$ cat src/rtl/palette_lut.sv
// ============================================================================
// palette_lut : programmable indexed-colour palette, pixel index -> {r,g,b}
// Revision    : 1.0
// ============================================================================
`default_nettype none

module palette_lut #(
  parameter int IDX_W = 8,
  parameter int CH_W  = 4
) (
  input  logic                clk,
  input  logic                rst_n,
  input  logic [IDX_W-1:0]    pix_idx,
  input  logic                pix_valid,
  output logic [CH_W-1:0]     r,
  output logic [CH_W-1:0]     g,
  output logic [CH_W-1:0]     b,
  output logic                rgb_valid,
  input  logic                wr_en,
  input  logic [IDX_W-1:0]    wr_addr,
  input  logic [3*CH_W-1:0]   wr_data,
  output logic                wr_ready,
  input  logic                init_start,
  output logic                init_busy
);

  localparam int DEPTH = 2**IDX_W;
  localparam int ENT_W = 3*CH_W;

  typedef enum logic [0:0] {
    ST_INIT = 1'b0,
    ST_RUN  = 1'b1
  } state_e;

  state_e             state_q, state_d;
  logic [IDX_W-1:0]   ptr_q, ptr_d;
  logic [IDX_W-1:0]   idx_q;
  logic               vld_q;
  logic               rgb_vld_q;
  logic [ENT_W-1:0]   rd_q;
  logic [ENT_W-1:0]   mem [DEPTH];

  logic               run;
  logic [CH_W-1:0]    def_ch;
  logic               mem_we;
  logic [IDX_W-1:0]   mem_waddr;
  logic [ENT_W-1:0]   mem_wdata;

  assign run       = (state_q == ST_RUN);
  assign wr_ready  = run;
  assign init_busy = ~run;

  // Default grayscale level: top CH_W index bits, zero-padded when the index is narrower.
  generate
    if (IDX_W >= CH_W) begin : g_def_msb
      assign def_ch = ptr_q[IDX_W-1 -: CH_W];
    end else begin : g_def_pad
      assign def_ch = {ptr_q, {(CH_W-IDX_W){1'b0}}};
    end
  endgenerate

  always_comb begin
    state_d   = state_q;
    ptr_d     = ptr_q;
    mem_we    = 1'b0;
    mem_waddr = wr_addr;
    mem_wdata = wr_data;
    case (state_q)
      ST_INIT: begin
        mem_we    = 1'b1;
        mem_waddr = ptr_q;
        mem_wdata = {def_ch, def_ch, def_ch};
        ptr_d     = ptr_q + IDX_W'(1);
        if (ptr_q == {IDX_W{1'b1}}) begin
          state_d = ST_RUN;
        end
      end
      ST_RUN: begin
        mem_we = wr_en;
        if (init_start) begin
          state_d = ST_INIT;
          ptr_d   = '0;
        end
      end
      default: begin
        state_d = ST_INIT;
        ptr_d   = '0;
      end
    endcase
  end

  always_ff @(posedge clk or negedge rst_n) begin
    if (!rst_n) begin
      state_q   <= ST_INIT;
      ptr_q     <= '0;
      idx_q     <= '0;
      vld_q     <= 1'b0;
      rgb_vld_q <= 1'b0;
    end else begin
      state_q   <= state_d;
      ptr_q     <= ptr_d;
      idx_q     <= pix_idx;
      vld_q     <= pix_valid & run;
      rgb_vld_q <= vld_q & run;
    end
  end

  // Reset-free write port and registered read: the read sees pre-write data on a shared edge.
  always_ff @(posedge clk) begin
    if (mem_we) begin
      mem[mem_waddr] <= mem_wdata;
    end
    rd_q <= mem[idx_q];
  end

  assign rgb_valid = rgb_vld_q;
  assign r = rgb_vld_q ? rd_q[3*CH_W-1 -: CH_W] : '0;
  assign g = rgb_vld_q ? rd_q[2*CH_W-1 -: CH_W] : '0;
  assign b = rgb_vld_q ? rd_q[CH_W-1   -: CH_W] : '0;

endmodule

`default_nettype wire

$ cat config.mk
export PLATFORM = sky130hd
export DESIGN_NAME = palette_lut
export DESIGN_NICKNAME = d
export VERILOG_FILES = /design/src/rtl/palette_lut.sv
export SDC_FILE = /design/constraint.sdc
export NUM_CORES = 2
export LEC_CHECK = 0
export ABC_AREA = 1
export CORE_AREA = 2 2 564 566
export CTS_BUF_LIST = sky130_fd_sc_hd__clkbuf_4
export DETAILED_ROUTE_END_ITERATION = 6
export DIE_AREA = 0 0 566 568
export PLACE_DENSITY = 0.62
export SYNTH_ARGS = -nofsm -noshare
export SYNTH_HDL_FRONTEND = slang
export SYNTH_SLANG_ARGS = --single-unit
$ cat constraint.sdc
create_clock -name clk -period 4.7 [get_ports clk]
set_clock_uncertainty 0.2 [all_clocks]
set_input_delay 0.47 -clock clk [delete_from_list [all_inputs] [get_ports clk]]
set_output_delay 0.47 -clock clk [all_outputs]
set_load 0.02 [all_outputs]
Word-level counts from Yosys, hierarchy flattened
Memory sizes are Yosys's and may differ from the RTL's. A register that Yosys moved wholly into a read port is not among the register bits.
Index checks and enable logic that the tools add are counted.
{"block": "totals", "input_bits": 33, "latch_bits": 0, "rom_bits": 0, "n_memories": 1, "ram_bits": 3072, "output_inout_bits": 15, "reg_bits": 19}
{"memory": "mem", "words": 256, "word_bits": 12, "read_ports": 1, "rd_ports_with_merged_regs": 1, "wr": 1, "line": "41", "text": "logic [ENT_W-1:0] mem [DEPTH];"}
{"block": "classes", "n_mux": 13, "bitwise": 3, "n_mul": 0, "div": 0, "shift": 0, "n_eq_ne": 2, "add_sub_neg": 1, "order_cmp": 0, "n_reduce_logical": 0}
{"op": "$mux 8", "count": 2}
{"op": "$pmux 8 s2", "count": 1}
{"op": "$mux 12", "count": 1}
{"op": "$mux 4", "count": 3}
{"op": "$add 8x1->8 const B", "count": 1}
{"op": "$eq 8x8->1 const B", "count": 1}
{"op": "$mux 1", "count": 4}
{"op": "$pmux 1 s2", "count": 2}
{"op": "$and 1x1->1", "count": 2}
{"op": "$ne 2x2->1 const B", "count": 1}
{"op": "$not 1->1", "count": 1}

Longest topological paths before layout
{"block": "depth", "depth_word": 4, "mapped_depth": 15, "depth_no_buf": 11}

Least setup slack after synthesis
Ideal clock, no wire load.
{"block": "synth_timing", "path_type": "register to register", "startpoint": "register state_q (netlist: wr_ready)", "endpoint": "memory mem[0][10] (netlist name), data pin", "path_stages_with_launch": 5, "arrival_time_ns": 4.067, "t_required_ns": 3.677, "path_slack_ns": -0.390, "setup_ns": 0.823, "n_path_buf": 2, "cell_sequence": "dfrtp_1 > buf_2 > buf_1 > nand2_1 > nand2_1"}
{"block": "synth_via", "elab_chain_cells": 1}
{"element": "from (decl)", "line": "35", "text": "state_e state_q, state_d;"}
{"element": "from (signal assigned)", "line": "100", "text": "state_q <= state_d;"}
{"element": "$mux 12", "line": "68", "text": "case (state_q)"}
{"element": "named net mem_wdata[10]", "line": "47", "text": "logic [ENT_W-1:0] mem_wdata;"}
{"element": "to (decl)", "line": "41"}
The timed path passes the listed nets, and every way through them passes these cells.

Worst setup path after layout
{"block": "layout_timing", "startpoint": "register rgb_vld_q (netlist: rgb_valid)", "endpoint": "output b[0]"}
{"block": "layout_via", "elab_chain_cells": 1}
{"element": "from (decl)", "line": "39", "text": "logic rgb_vld_q;"}
{"element": "from (signal assigned)", "line": "104", "text": "rgb_vld_q <= vld_q & run;"}
{"element": "$mux 4", "line": "119", "text": "assign b = rgb_vld_q ? rd_q[CH_W-1 -: CH_W] : '0;"}
{"element": "to (decl)", "line": "17", "text": "output logic [CH_W-1:0] b,"}
No other way between the ends.

==> results_dict.tcl <==
set metrics [dict create \
    hold_path_class "in2reg" \
    fin_crit_ns 4.15 \
    static-leakage-power_nw 50.5 \
    clockBufferDepth 4 \
    via_count 85800 \
    num-fill-cells 28600 \
    globalRouteTotalUtil_pct 22.0 \
    grt_max_degree 184 \
    io_buffers 47 \
    rows 207 \
    rsz0062_at_grt "false" \
    die_h_um 568 \
    crit_fanout 13 \
    cp-end-kind "output pin" \
    gp_congestion 0.927 \
    grt_overflow_total 0 \
    detail_route.wl_per_cell_um 22.9 \
    area_growth_pct 12.9 \
    synth.area.top_cells "edfxtp_1, nand3_1, nand2_1" \
    drive_gt1_share_pct 14.5 \
    synth_top_area_share_pct 73.4 \
    yosys-top-cells-count "nand2_1, edfxtp_1, nand3_1" \
    design_power_total_w 0.0690 \
    postCtsSetupBuffers 0 \
    grt_pass1_wl_um 532000 \
    stdcell_count 15800 \
    cts_resized 0 \
    synth_area_per_cell_um2 12.0 \
    grt_pass1_vias 82600 \
    routed_wl_um 363000 \
    vias_per_cell 5.43 \
    synth_top_flop_cell "edfxtp_1" \
    syn-instance-count 10500 \
    period_share_pct 88.2 \
    peakVddDrop_v 0.000509 \
    core_area_um2 316000 \
    ys_types 28 \
    ioPinCount 48 \
    cts_made_buffers 782 \
    ant_nets 0 \
    htree_levels 6 \
    root_buffer "clkbuf_4" \
    placed_cell_area_um2 132000 \
    max_freq_mhz 241 \
    critPathSlowestCell "dfrtp_1" \
    ctsHoldBuffers 28 \
    synth-edff-count 3072 \
    floorplan.initialDensity_pct 39.7 \
    clk_latency_ns 1.47 \
    setup_ws_ns 0.553 \
    finalMaxSlewViolations 0 \
    cp.arrival_ns 3.48 \
    drv_cap 0 \
    slew_headroom_pct 14.3 \
    synthesis.area_um2 126000 \
    outcome "finished clean" \
    critical_path_class "reg2out" \
    dr.pass1.iters 7 \
    finalSetupTns_ns 0 \
    yosysWarnings 0 \
    synth_seq_cells 3103 \
    syn_nets 10500 \
    power.density_nw_per_um2 486 \
    synthArstFlopShare_pct 0.612 \
    antenna_found_initial 13 \
    critical_path.max_stage_delay_ns 0.73 \
    hpwl_um 206000 \
    ys_seq_area_share_pct 74.0 \
    dp.cells 14400 \
    cp_cell_sequence "nand2_1 -> inv_1 -> clkdlybuf4s50_1" \
    crit_required_ns 4.03 \
    synth.most_common_cell "nand2_1" \
    drtIter0Drc 10900 \
    drc_errors 0 \
    synth_top_area_cell "edfxtp_1" \
    final_area_um2 142000 \
    dp_slack_ns 0.626 \
    layout.nets 11100 \
    tightest_slew_ns 1.28 \
    finalHoldViolCount 0 \
    start_kind "flip-flop" \
    die_x_um 566 \
    path_clk_slew_ns 0.07 \
    setup_viol 0 \
    die-area_um2 321000 \
    clock-sinks 3103 \
    cts_tree "done" \
]
## critical path, delay by kind of cell (launching register included)
family | cells | cell delay, ns
flip-flops | 1 | 0.73
AND/OR/NAND/NOR | 1 | 0.11
buffers and inverters | 2 | 1.15
## area by class of cell
cell class	count	area, um^2	share of cell area (%)
Tap cell	4180	5230	3.69
Timing Repair Buffer	533	4970	3.50
Multi-Input combinational cell	6563	28700	20.2
Clock inverter	225	1250	0.883
Sequential cell	3103	93000	65.6
Antenna cell	11	27.5	0.0194
Inverter	75	329	0.232
Clock buffer	1111	8340	5.88
## kinds of logic after synthesis
| group | after synthesis | share of synthesized area, % |
|---|---|---|
| compound gates | 17 | 0.0777 |
| fa+ha+maj | 1 | 0.00996 |
| buf+inv | 789 | 3.33 |
| flops | 3103 | 74.0 |
| simple gates | 6545 | 22.6 |
## layout by cell type (no fill, tap or decap), types with 7 or more instances in the layout
cell	Yosys	final
clkinvlp_4	0	10
clkdlybuf4s50_1	0	46
bufinv_16	0	11
inv_2	2	14
dfrtp_1	19	13
o21ai_0	7	7
nand2_2	0	14
dlygate4sd3_1	0	27
nor2_1	296	296
clkinv_1	3	160
clkbuf_4	0	1111
buf_4	115	396
nand3_1	3026	3026
nand2_1	3216	3190
clkinv_2	0	24
inv_1	69	67
edfxtp_1	3072	3072
buf_12	1	63
diode_2	0	11
dfxtp_1	12	12
## flip-flops by register name (all words and copies together) (netlist names)
name       cells
idx_q          8
ptr_q          8
vld_q          1
rd_q          12
mem         3072
wr_ready       1
rgb_valid      1
## layer usage
layer / GRT usage, % / vias to the layer above / wire [um]
li1: - / 38900 / -
met1: 29.8 / 41700 / 146000
met2: 34.0 / 4490 / 166000
met3: 4.72 / 718 / 35100
met4: 9.95 / 2 / 15400
met5: 0 / - / 8
## report_power, final
part / leakage, nW / total [W] / switching, W / internal [W]
logic: 16.8 / 0.0114 / 0.00972 / 0.00172
registers: 28.0 / 0.0354 / 0.000183 / 0.0353
clock network: 5.70 / 0.0221 / 0.0107 / 0.0114
## metrics by stage
step	util, %	hold WS, ns
after global placement	41.7	0.226
after detailed placement	41.7	0.230
after CTS	44.8	0.00170
after global routing	44.8	0.00126
after floorplan	-	-0.0256
final	44.8	0.107
## final timing paths
check	from	to	slack (ns)	cells after the start
min in group asynchronous	rst_n	rgb_valid	0.39	5
worst max-delay path	rgb_valid	b[0]	0.55	3
worst max register to register	wr_ready	mem[133][9]	0.72	8
worst min-delay path	wr_data[7]	mem[144][7]	0.11	3
max in group asynchronous	rst_n	idx_q[0]	3.63	5
worst min register to register	vld_q	rgb_valid	0.20	2
(Power assumes the default switching activity.)
